<file path="config.mk">
export PLATFORM = sky130hd
export DESIGN_NAME = seg_scan_4dig
export DESIGN_NICKNAME = d
export VERILOG_FILES = /design/src/rtl/seg_scan_4dig.sv
export SDC_FILE = /design/constraint.sdc
export NUM_CORES = 1
export LEC_CHECK = 0
export ABC_CLOCK_PERIOD_IN_PS = 3100
export CAP_MARGIN = 20
export CORE_ASPECT_RATIO = 0.75
export CORE_MARGIN = 1.5
export CORE_UTILIZATION = 56
export CTS_BUF_LIST = sky130_fd_sc_hd__clkbuf_8
export CTS_CLUSTER_SIZE = 30
export DETAILED_ROUTE_END_ITERATION = 12
export PLACE_DENSITY = 0.82
export SETUP_SLACK_MARGIN = 0.1
export SLEW_MARGIN = 10
export SYNTH_ARGS = -nofsm -noshare
export SYNTH_HDL_FRONTEND = slang
export SYNTH_SLANG_ARGS = --single-unit
export TNS_END_PERCENT = 30
</file>
<file path="constraint.sdc">
create_clock -name sys_clk50m -period 3.1 [get_ports sys_clk50m]
set_clock_uncertainty 0.2 [all_clocks]
set_input_delay 0.62 -clock sys_clk50m [delete_from_list [all_inputs] [get_ports sys_clk50m]]
set_output_delay 0.62 -clock sys_clk50m [all_outputs]
set_load 0.02 [all_outputs]
</file>
<file path="src/rtl/seg_scan_4dig.sv">
// seg_scan_4dig: 4-digit multiplexed common-anode 7-segment driver with frame-aligned shadow load.
// Optional leading-zero blanking is enabled by defining SEG_LZB_EN.
module seg_scan_4dig #(
    parameter int SCAN_DIV = 50000,
    parameter int GUARD    = 500,
    parameter int DP_POS   = 2
) (
    input  logic        sys_clk50m,
    input  logic        sys_rst,
    input  logic [15:0] data,
    output logic [7:0]  seg,
    output logic [3:0]  sel,
    output logic        frame
);
    localparam int CW = $clog2(SCAN_DIV);
    localparam logic [CW-1:0] CMAX = CW'(SCAN_DIV - 1);
    localparam logic [2:0] DPP = 3'(DP_POS);
    logic [CW-1:0] cnt;
    logic [1:0]    idx;
    logic [15:0]   shd;
    logic [3:0]    nib;
    logic [6:0]    dec;
    logic          wrap, load, dark, blank, dp_on;
    logic [7:0]    seg_n;
    logic [3:0]    sel_n;
    assign wrap = cnt == CMAX;
    assign load = wrap && idx == 2'd3;
    assign nib = shd[4*idx +: 4];
    if (GUARD == 0) begin : g_no_guard
        assign dark = 1'b0;
    end else begin : g_guard
        assign dark = cnt < CW'(GUARD);
    end
`ifdef SEG_LZB_EN
    localparam int LIM = DP_POS <= 3 ? DP_POS : 0;
    localparam logic [3:0] SHOWN = 4'((1 << (LIM + 1)) - 1);
    logic [3:0] z;
    // z[k]: nibbles 3..k are all zero
    assign z = {shd[15:12] == 4'h0, shd[15:8] == 8'h0, shd[15:4] == 12'h0, shd == 16'h0};
    assign blank = !SHOWN[idx] && z[idx];
`else
    assign blank = 1'b0;
`endif
    always_comb begin
        dec = 7'h3F;
        case (nib)
            4'd0: dec = 7'h40;
            4'd1: dec = 7'h79;
            4'd2: dec = 7'h24;
            4'd3: dec = 7'h30;
            4'd4: dec = 7'h19;
            4'd5: dec = 7'h12;
            4'd6: dec = 7'h02;
            4'd7: dec = 7'h78;
            4'd8: dec = 7'h00;
            4'd9: dec = 7'h10;
            default: dec = 7'h3F;
        endcase
    end
    // the dash glyph never carries the decimal point
    assign dp_on = {1'b0, idx} == DPP && nib <= 4'd9;
    assign seg_n = (dark || blank) ? 8'hFF : {!dp_on, dec};
    assign sel_n = dark ? 4'hF : ~(4'b0001 << idx);
    always_ff @(posedge sys_clk50m) begin
        if (sys_rst) begin
            cnt   <= '0;
            idx   <= 2'd0;
            shd   <= 16'h0000;
            seg   <= 8'hFF;
            sel   <= 4'hF;
            frame <= 1'b0;
        end else begin
            cnt   <= wrap ? '0 : cnt + 1'b1;
            idx   <= wrap ? idx + 2'd1 : idx;
            shd   <= load ? data : shd;
            frame <= load;
            seg   <= seg_n;
            sel   <= sel_n;
        end
    end
endmodule
</file>
Word level (Yosys, flattened, before mapping):

Memories as Yosys holds them, arrays and structs flattened. A register that Yosys moved wholly into a read port is not among the register bits.
Cells that the tools add are included.

* bits in registers: 47
* bits in read-only memories: 112
* output and inout port bits: 13
* word-level logic and storage cells: 22
* memories: 1

Memory list
* (no name shown): words 16, width 7, read ports 1, clocked after Yosys merged registers in 1, wr ports 0, line 46 `case (nib)`

* add/sub/neg operators: 2
* order comparisons: 2
* equality and inequality tests: 3
* shift-type cells: 2
* bitwise gates (word level): 1
* reductions and logical operators: 5

Operators with widths (count)
* adder 16 x 1 -> 16 bit, second input constant: 1
* == test 16 bit, second input constant: 1
* < comparator 16 x 9 -> 1 bit, second input constant: 1
* variable part select 16 x 5 -> 4 bit: 1
* == test 2 bit, second input constant: 2
* less-or-equal comparator 4 bit, second input constant: 1
* inverter 4 bit: 1
* OR reduction 2 bit: 2
* left shift 1 x 2 -> 4 bit, first input constant: 1
* adder 2 x 1 -> 2 bit, second input constant: 1
* logical AND 1 bit: 2
* zero test 1 bit: 1

Depth between registers and ports, before layout:

Gate-level depths: netlist of run 1.

* word-level depth: 4
* mapped depth: 8

Worst setup path after synthesis of run 1:

No wires, ideal clock.

* path type: register to register
* start point: register idx[0]
* end point: register seg[5]
* library setup time: 118 ps
* arrival: 1871 ps
* required time: 2782 ps
* setup slack: 910 ps
* stages on the path, launching flop included: 9
* buffers on the path: 1
* path through: dfxtp_1 -> buf_6 -> mux4_1 -> inv_1 -> ha_1 -> inv_1 -> mux2_4 -> o22ai_2 -> nand2_1

* word-level cells in the longest chain between the ends: 1

Ends and longest elaborated chain
* from (decl): line 19 `logic [1:0] idx;`
* from (signal assigned): line 74 `idx <= wrap ? idx + 2'd1 : idx;`
* variable part select 16 x 5 -> 4 bit: line 28 `assign nib = shd[4*idx +: 4];`
* to (decl): line 11 `output logic [7:0] seg,`

No other way between the ends.
A chain may end at the register's enable or synchronous reset.

Worst setup path after layout of run 1:

Same ends and word-level chain as after synthesis.

==> results.yml, run 1 <==
run_status:
  status: "complete, no violations"
placement:
  place_hpwl_um: 2912
  port_buffers: 30
  gp_congestion: 0.8185
setup_path:
  path_cells: "mux4_1, inv_1, ha_1, inv_1, mux2_4, o22ai_2, nand2_1"
  max_stage_delay_ns: 0.74
  worstSetupPathType: "reg -> reg"
  cpMaxStageDelayCell: "mux4_1"
  required_ns: 3.10
  end_kind: "flip-flop"
  reg2reg_from: "idx[0]"
  cp.arrival_ns: 2.45
  crit_start: "idx[0]"
  crit_fanout: 8
  cp_common_cell: "inv_1"
  start_kind: "flip-flop"
clocking:
  h-tree-depth: 2
  cts_buffers: 5
  cts_resized: 0
  cts.root.buffer_cell: "clkbuf_8"
  clkLatencyLatePin_ns: 0.31
  clock_path_buffers: 2
  clkTransAtPathRegs_ns: 0.09
  tritoncts: "built"
  cts_num_sinks: 47
  postCtsSetupBuffers: 0
  postCtsHoldBufs: 0
flow_run:
  max_cap_violations: 0
logic_synthesis:
  ys_seq_area_frac: 0.4380
  synth.yosys.warnings: 0
  syn_area_mm2: 0.002148
  synth_edf_count: 0
  synth_cell_type_count: 42
  synthFlopType: "dfxtp_1"
  synthArstFlopShare: 0
  synthesis.nets: 266
  syn_inst: 238
  synth-seq-cells: 47
  syn_avg_cell_area_um2: 9.027
die:
  coreArea_mm2: 0.003661
  chipHeight_um: 56.64
  dieWidth_um: 74.52
  placement_rows: 19
  io_pins: 31
  dieArea_mm2: 0.004221
  start_util: 0.5868
route:
  num_vias: 1776
  drc_errors: 0
  wl_um: 4383
  routedWlPerCell_um: 13.78
  drt_iter0_drc: 129
  vias_per_cell: 5.585
  drt_first_pass_iters: 4
  antenna_left: 0
sta:
  fin_crit_sh: 0.7905
  tns_ns: 0
  hold_viol_final: 0
  setup_viol: 0
  slew_viol_final: 0
  tightest_slew_ns: 0.6062
  clock.fmax_mhz: 408.1
  rsz0062_at_grt: "false"
  fin_crit_ns: 2.450
  slew_headroom: 0.5959
global_routing:
  antenna_found_initial: 0
  grt_overflow: 0
  grt_pass1_vias: 1651
  grt_max_degree: 20
  grt_first_pass_wirelength_um: 7603
  grt_usage: 0.2406
power:
  p_int_mw: 0.8910
  switchingPower_mw: 0.2197
  switching_share: 0.1978
  p_seq_frac: 0.549
  power_frac_clock: 0.418
  power_density_mw_per_mm2: 429.9
  power_leakage_nw: 0.9079
  pwr-share-comb: 0.033
  vdd_ir_drop_max_mv: 0.3634
cells_and_area:
  layout_commonest_cell: "dfxtp_1"
  utilization: 0.7057
  n_fill_cell: 292
  diodes: 0
  areaGrowthSynthToFinish_pct: 20.27
  layout_common_cells: "47 x dfxtp_1, 30 x clkdlybuf4s50_1, 23 x nand3_1, 23 x a21oi_1, 21 x o21ai_0"
  drive_gt1_frac: 0.06767
  seqCellArea_um2: 940.9
  multiInputGateArea_mm2: 0.001092
  nets: 293
worst_hold_path:
  hp-class: "reg -> reg"
  hp-start: "cnt[0]"
[registers in the layout (all words and copies together), names as in the netlist]
signal	flops
cnt	16
frame	1
shd	16
idx	2
seg	8
sel	4
[synthesized netlist by cell type, types with 4 or more instances]
library cell | count | area, um^2
buf_2 | 4 | 20.02
inv_1 | 8 | 30.03
xnor2_1 | 6 | 52.55
nand2_1 | 14 | 52.55
nand3_1 | 23 | 115.1
a21oi_1 | 23 | 115.1
clkbuf_1 | 6 | 22.52
o21ai_0 | 21 | 105.1
dfxtp_1 | 47 | 940.9
xor2_1 | 6 | 52.55
nand4_1 | 6 | 37.54
nor2_1 | 20 | 75.07
ha_1 | 10 | 125.1
nor3_1 | 4 | 20.02
[worst max-delay path, delay by kind of cell, from the launching register on]
kind	cells	cell delay [ns]
AOI/OAI and AO/OA	1	0.12
adders and majority gates	1	0.19
buffers and inverters	2	0.22
DFF	1	0.53
muxes	2	1.01
and+or+nand+nor	1	0.07
[power by group through the flow]
| stage | logic, mW | registers [mW] | clock network, mW |
|---|---|---|---|
| after floorplan | 0.0123 | 0.623 | 0 |
| after global placement | 0.0363 | 0.624 | 0 |
| after detailed placement | 0.0369 | 0.624 | 0 |
| after CTS | 0.0372 | 0.610 | 0.464 |
| after global routing | 0.0404 | 0.610 | 0.496 |
| final | 0.0370 | 0.610 | 0.464 |
[path summary, 6_finish.rpt]
kind	cells past startpoint	end	slack, ns
setup / recovery	7	seg[5]	0.65
hold reg to reg	1	cnt[0]	0.27
hold / removal	1	cnt[0]	0.27
setup reg to reg	7	seg[5]	0.65
[cell type report]
cell class                      count  share of cell area
Clock buffer                        6             0.03196
Clock inverter                      2             0.01356
Inverter                            8             0.01162
Multi-Input combinational cell    168              0.4228
Sequential cell                    47              0.3642
Tap cell                           52             0.02518
Timing Repair Buffer               35              0.1308
[cells by family (layout without fill, tap and decap cells)]
kind of cell / Yosys count / in the layout / share of synthesized area
AO/OA/AOI/OAI: 53 / 53 / 0.1351
XOR/XNOR: 12 / 12 / 0.04892
adder cells (fa/ha/maj): 10 / 10 / 0.05824
buffers and inverters: 23 / 51 / 0.05358
flip-flops: 47 / 47 / 0.4380
multiplexers: 5 / 5 / 0.05416
AND/OR/NAND/NOR: 88 / 88 / 0.2120
[stage by stage]
step           instances  setup slack, ns  power [mW]  cell area, um^2  hold WS (ns)
5_1_grt              318           0.5171       1.147             2584        0.2915
3_5_place_dp         310           0.6988      0.6607             2466        0.2563
3_3_place_gp         310           0.7888      0.6600             2466        0.2408
2_1_floorplan        238           0.9104      0.6354             2148        0.2260
4_1_cts              318           0.6658       1.111             2584        0.2754
6_report             318           0.6495       1.111             2584        0.2661
[routing by layer]
layer / up-vias / wire [um] / global-route usage
met2: 57 / 1941 / 0.3482
met5: - / 0 / 0
met1: 824 / 2123 / 0.3460
li1: 889 / - / -
met3: 6 / 265 / 0.07002
met4: 0 / 53 / 0.07532
No activity file was read; power rests on OpenSTA's default activity.
==> run 2, diff against run 1 <==
--- a/config.mk
+++ b/config.mk
@@ -5,15 +5,15 @@
 export SDC_FILE = /design/constraint.sdc
 export NUM_CORES = 1
 export LEC_CHECK = 0
-export ABC_CLOCK_PERIOD_IN_PS = 3100
+export ABC_CLOCK_PERIOD_IN_PS = 2000
 export CAP_MARGIN = 20
 export CORE_ASPECT_RATIO = 0.75
 export CORE_MARGIN = 1.5
-export CORE_UTILIZATION = 56
+export CORE_UTILIZATION = 50
 export CTS_BUF_LIST = sky130_fd_sc_hd__clkbuf_8
 export CTS_CLUSTER_SIZE = 30
 export DETAILED_ROUTE_END_ITERATION = 12
-export PLACE_DENSITY = 0.82
+export PLACE_DENSITY = 0.77
 export SETUP_SLACK_MARGIN = 0.1
 export SLEW_MARGIN = 10
 export SYNTH_ARGS = -nofsm -noshare
==> constraint.sdc (replaced) <==
create_clock -name sys_clk50m -period 2 [get_ports sys_clk50m]
set_clock_uncertainty 0.2 [all_clocks]
set_input_delay 0.4 -clock sys_clk50m [delete_from_list [all_inputs] [get_ports sys_clk50m]]
set_output_delay 0.4 -clock sys_clk50m [all_outputs]
set_load 0.02 [all_outputs]
==> run 2 against run 1 <==
Combinational power up 53%. Via count up 1.1%. Critical path type unchanged. Core utilization down 4.2 points. Cell area up 4.7%. Critical path depth unchanged. Worst setup slack worse by 0.57 ns. Clock power up 30%. Sequential power up 55%.
==> results.yml, run 2 (synthesis gave the netlist of run 1 again) <==
run_status:
  status: "complete, no violations"
die:
  chipHeight_um: 59.77
  io_pins: 31
  placement_rows: 20
  dieWidth_um: 78.69
  start_util: 0.5267
  coreArea_mm2: 0.004079
  dieArea_mm2: 0.004703
sta:
  tightest_slew_ns: 0.4357
  slew_headroom: 0.7092
  clock.fmax_mhz: 520.4
  setup_viol: 0
  fin_crit_sh: 0.9608
  slew_viol_final: 0
  hold_viol_final: 0
  rsz0062_at_grt: "true"
  fin_crit_ns: 1.922
route:
  vias_per_cell: 5.314
  drt_iter0_drc: 105
  drc_errors: 0
  num_vias: 1796
  antenna_left: 0
  wl_um: 4403
  drt_first_pass_iters: 4
  routedWlPerCell_um: 13.03
cells_and_area:
  post-route-cell-area_mm2: 0.002706
  areaGrowthSynthToFinish_pct: 25.98
  nets: 310
  diodes: 0
  drive_gt1_frac: 0.1555
  utilization: 0.6635
  n_fill_cell: 352
  reg_top3: "cnt: 16 flops, shd: 16 flops, seg: 8 flops"
  layout_commonest_cell: "dfxtp_1"
  layout_common_cells: "45 x dfxtp_1, 30 x clkdlybuf4s50_1, 23 x nand3_1, 23 x a21oi_1, 22 x buf_4"
setup_path:
  start_kind: "flip-flop"
  crit_fanout: 6
  worstSetupPathType: "reg -> reg"
  required_ns: 2.00
  cp.arrival_ns: 1.92
  end_kind: "flip-flop"
clocking:
  clkLatencyLatePin_ns: 0.30
  clkTransAtPathRegs_ns: 0.08
  tritoncts: "built"
  cts.root.buffer_cell: "clkbuf_8"
  cts_buffers: 5
  cts_num_sinks: 47
  clock_path_buffers: 2
  postCtsHoldBufs: 0
  h-tree-depth: 2
global_routing:
  grt_usage: 0.2059
  grt_first_pass_wirelength_um: 7224
  antenna_found_initial: 0
  grt_max_degree: 20
  grt_pass1_vias: 1590
  grt_overflow: 0
flow_run:
  max_cap_violations: 0
power:
  vdd_ir_drop_max_mv: 0.3711
  power_leakage_nw: 0.9722
  total_power_mw: 1.604
  power_density_mw_per_mm2: 592.7
placement:
  port_buffers: 30
  placed_cell_area_mm2: 0.002521
  gp_congestion: 0.8049
  place_hpwl_um: 2890
worst_hold_path:
  hp-class: "reg -> reg"
[run 2: cell types whose count changed in the layout (fill, tap and decap cells not counted), sizes merged]
cell	delta
buf	+17
inv	+1
bufinv	-1
clkinv	-1
clkbuf	+1
[run 2: layout make-up]
type	instances	area, um^2	share of cell area
Clock inverter	1	3.754	0.001387
Multi-Input combinational cell	168	1096	0.4050
Timing Repair Buffer	52	465.4	0.1720
Tap cell	55	68.82	0.02543
Sequential cell	47	945.9	0.3495
Inverter	8	30.03	0.01110
Clock buffer	7	96.34	0.03560
[run 2: where the power goes]
part | leakage [nW] | switching, mW | internal [mW] | total (mW)
combinational | 0.536 | 0.0199 | 0.0368 | 0.0567
sequential | 0.381 | 0.00493 | 0.938 | 0.943
clock | 0.0557 | 0.294 | 0.310 | 0.604
total | 0.972 | 0.319 | 1.29 | 1.60
[run 2: worst paths after layout]
path | startpoint | end | slack (ns) | depth (start not counted)
max | idx[0] | seg[5] | 0.08 | 7
min reg2reg | cnt[0] | cnt[0] | 0.27 | 1
max reg2reg | idx[0] | seg[5] | 0.08 | 7
min | cnt[0] | cnt[0] | 0.27 | 1
[run 2: what timing repair did]
action	CTS	global route
setup endpoints to repair	6	20
buffers inserted	6	5
pin swaps	2	4
resized for setup	2	3
[run 2: routing by layer]
metal,share of wire,up-vias,GRT usage
li1,-,921,-
met1,0.47,812,0.2764
met2,0.45,55,0.3067
met3,0.067,8,0.07023
met4,0.013,0,0.08163
met5,0,-,0
[run 2: worst max-delay path, cell delays in order, from the launching register on]
cell and delay [ns]:
dfxtp_4 0.39, mux4_2 0.55, inv_2 0.11, ha_4 0.14, inv_2 0.03, mux2_4 0.26, o22ai_2 0.08, nand2_1 0.05
[run 2: through the flow]
step                      cells  hold WS (ns)  setup WS, ns  setup TNS (ns)
final                       338        0.2710       0.07843               0
after global routing        338        0.2982       0.01844               0
after CTS                   333        0.2752       0.04096               0
after detailed placement    319        0.2562     -0.009678        -0.01838
after global placement      319        0.2385       0.02323               0
after floorplan             238        0.2260       0.02264               0
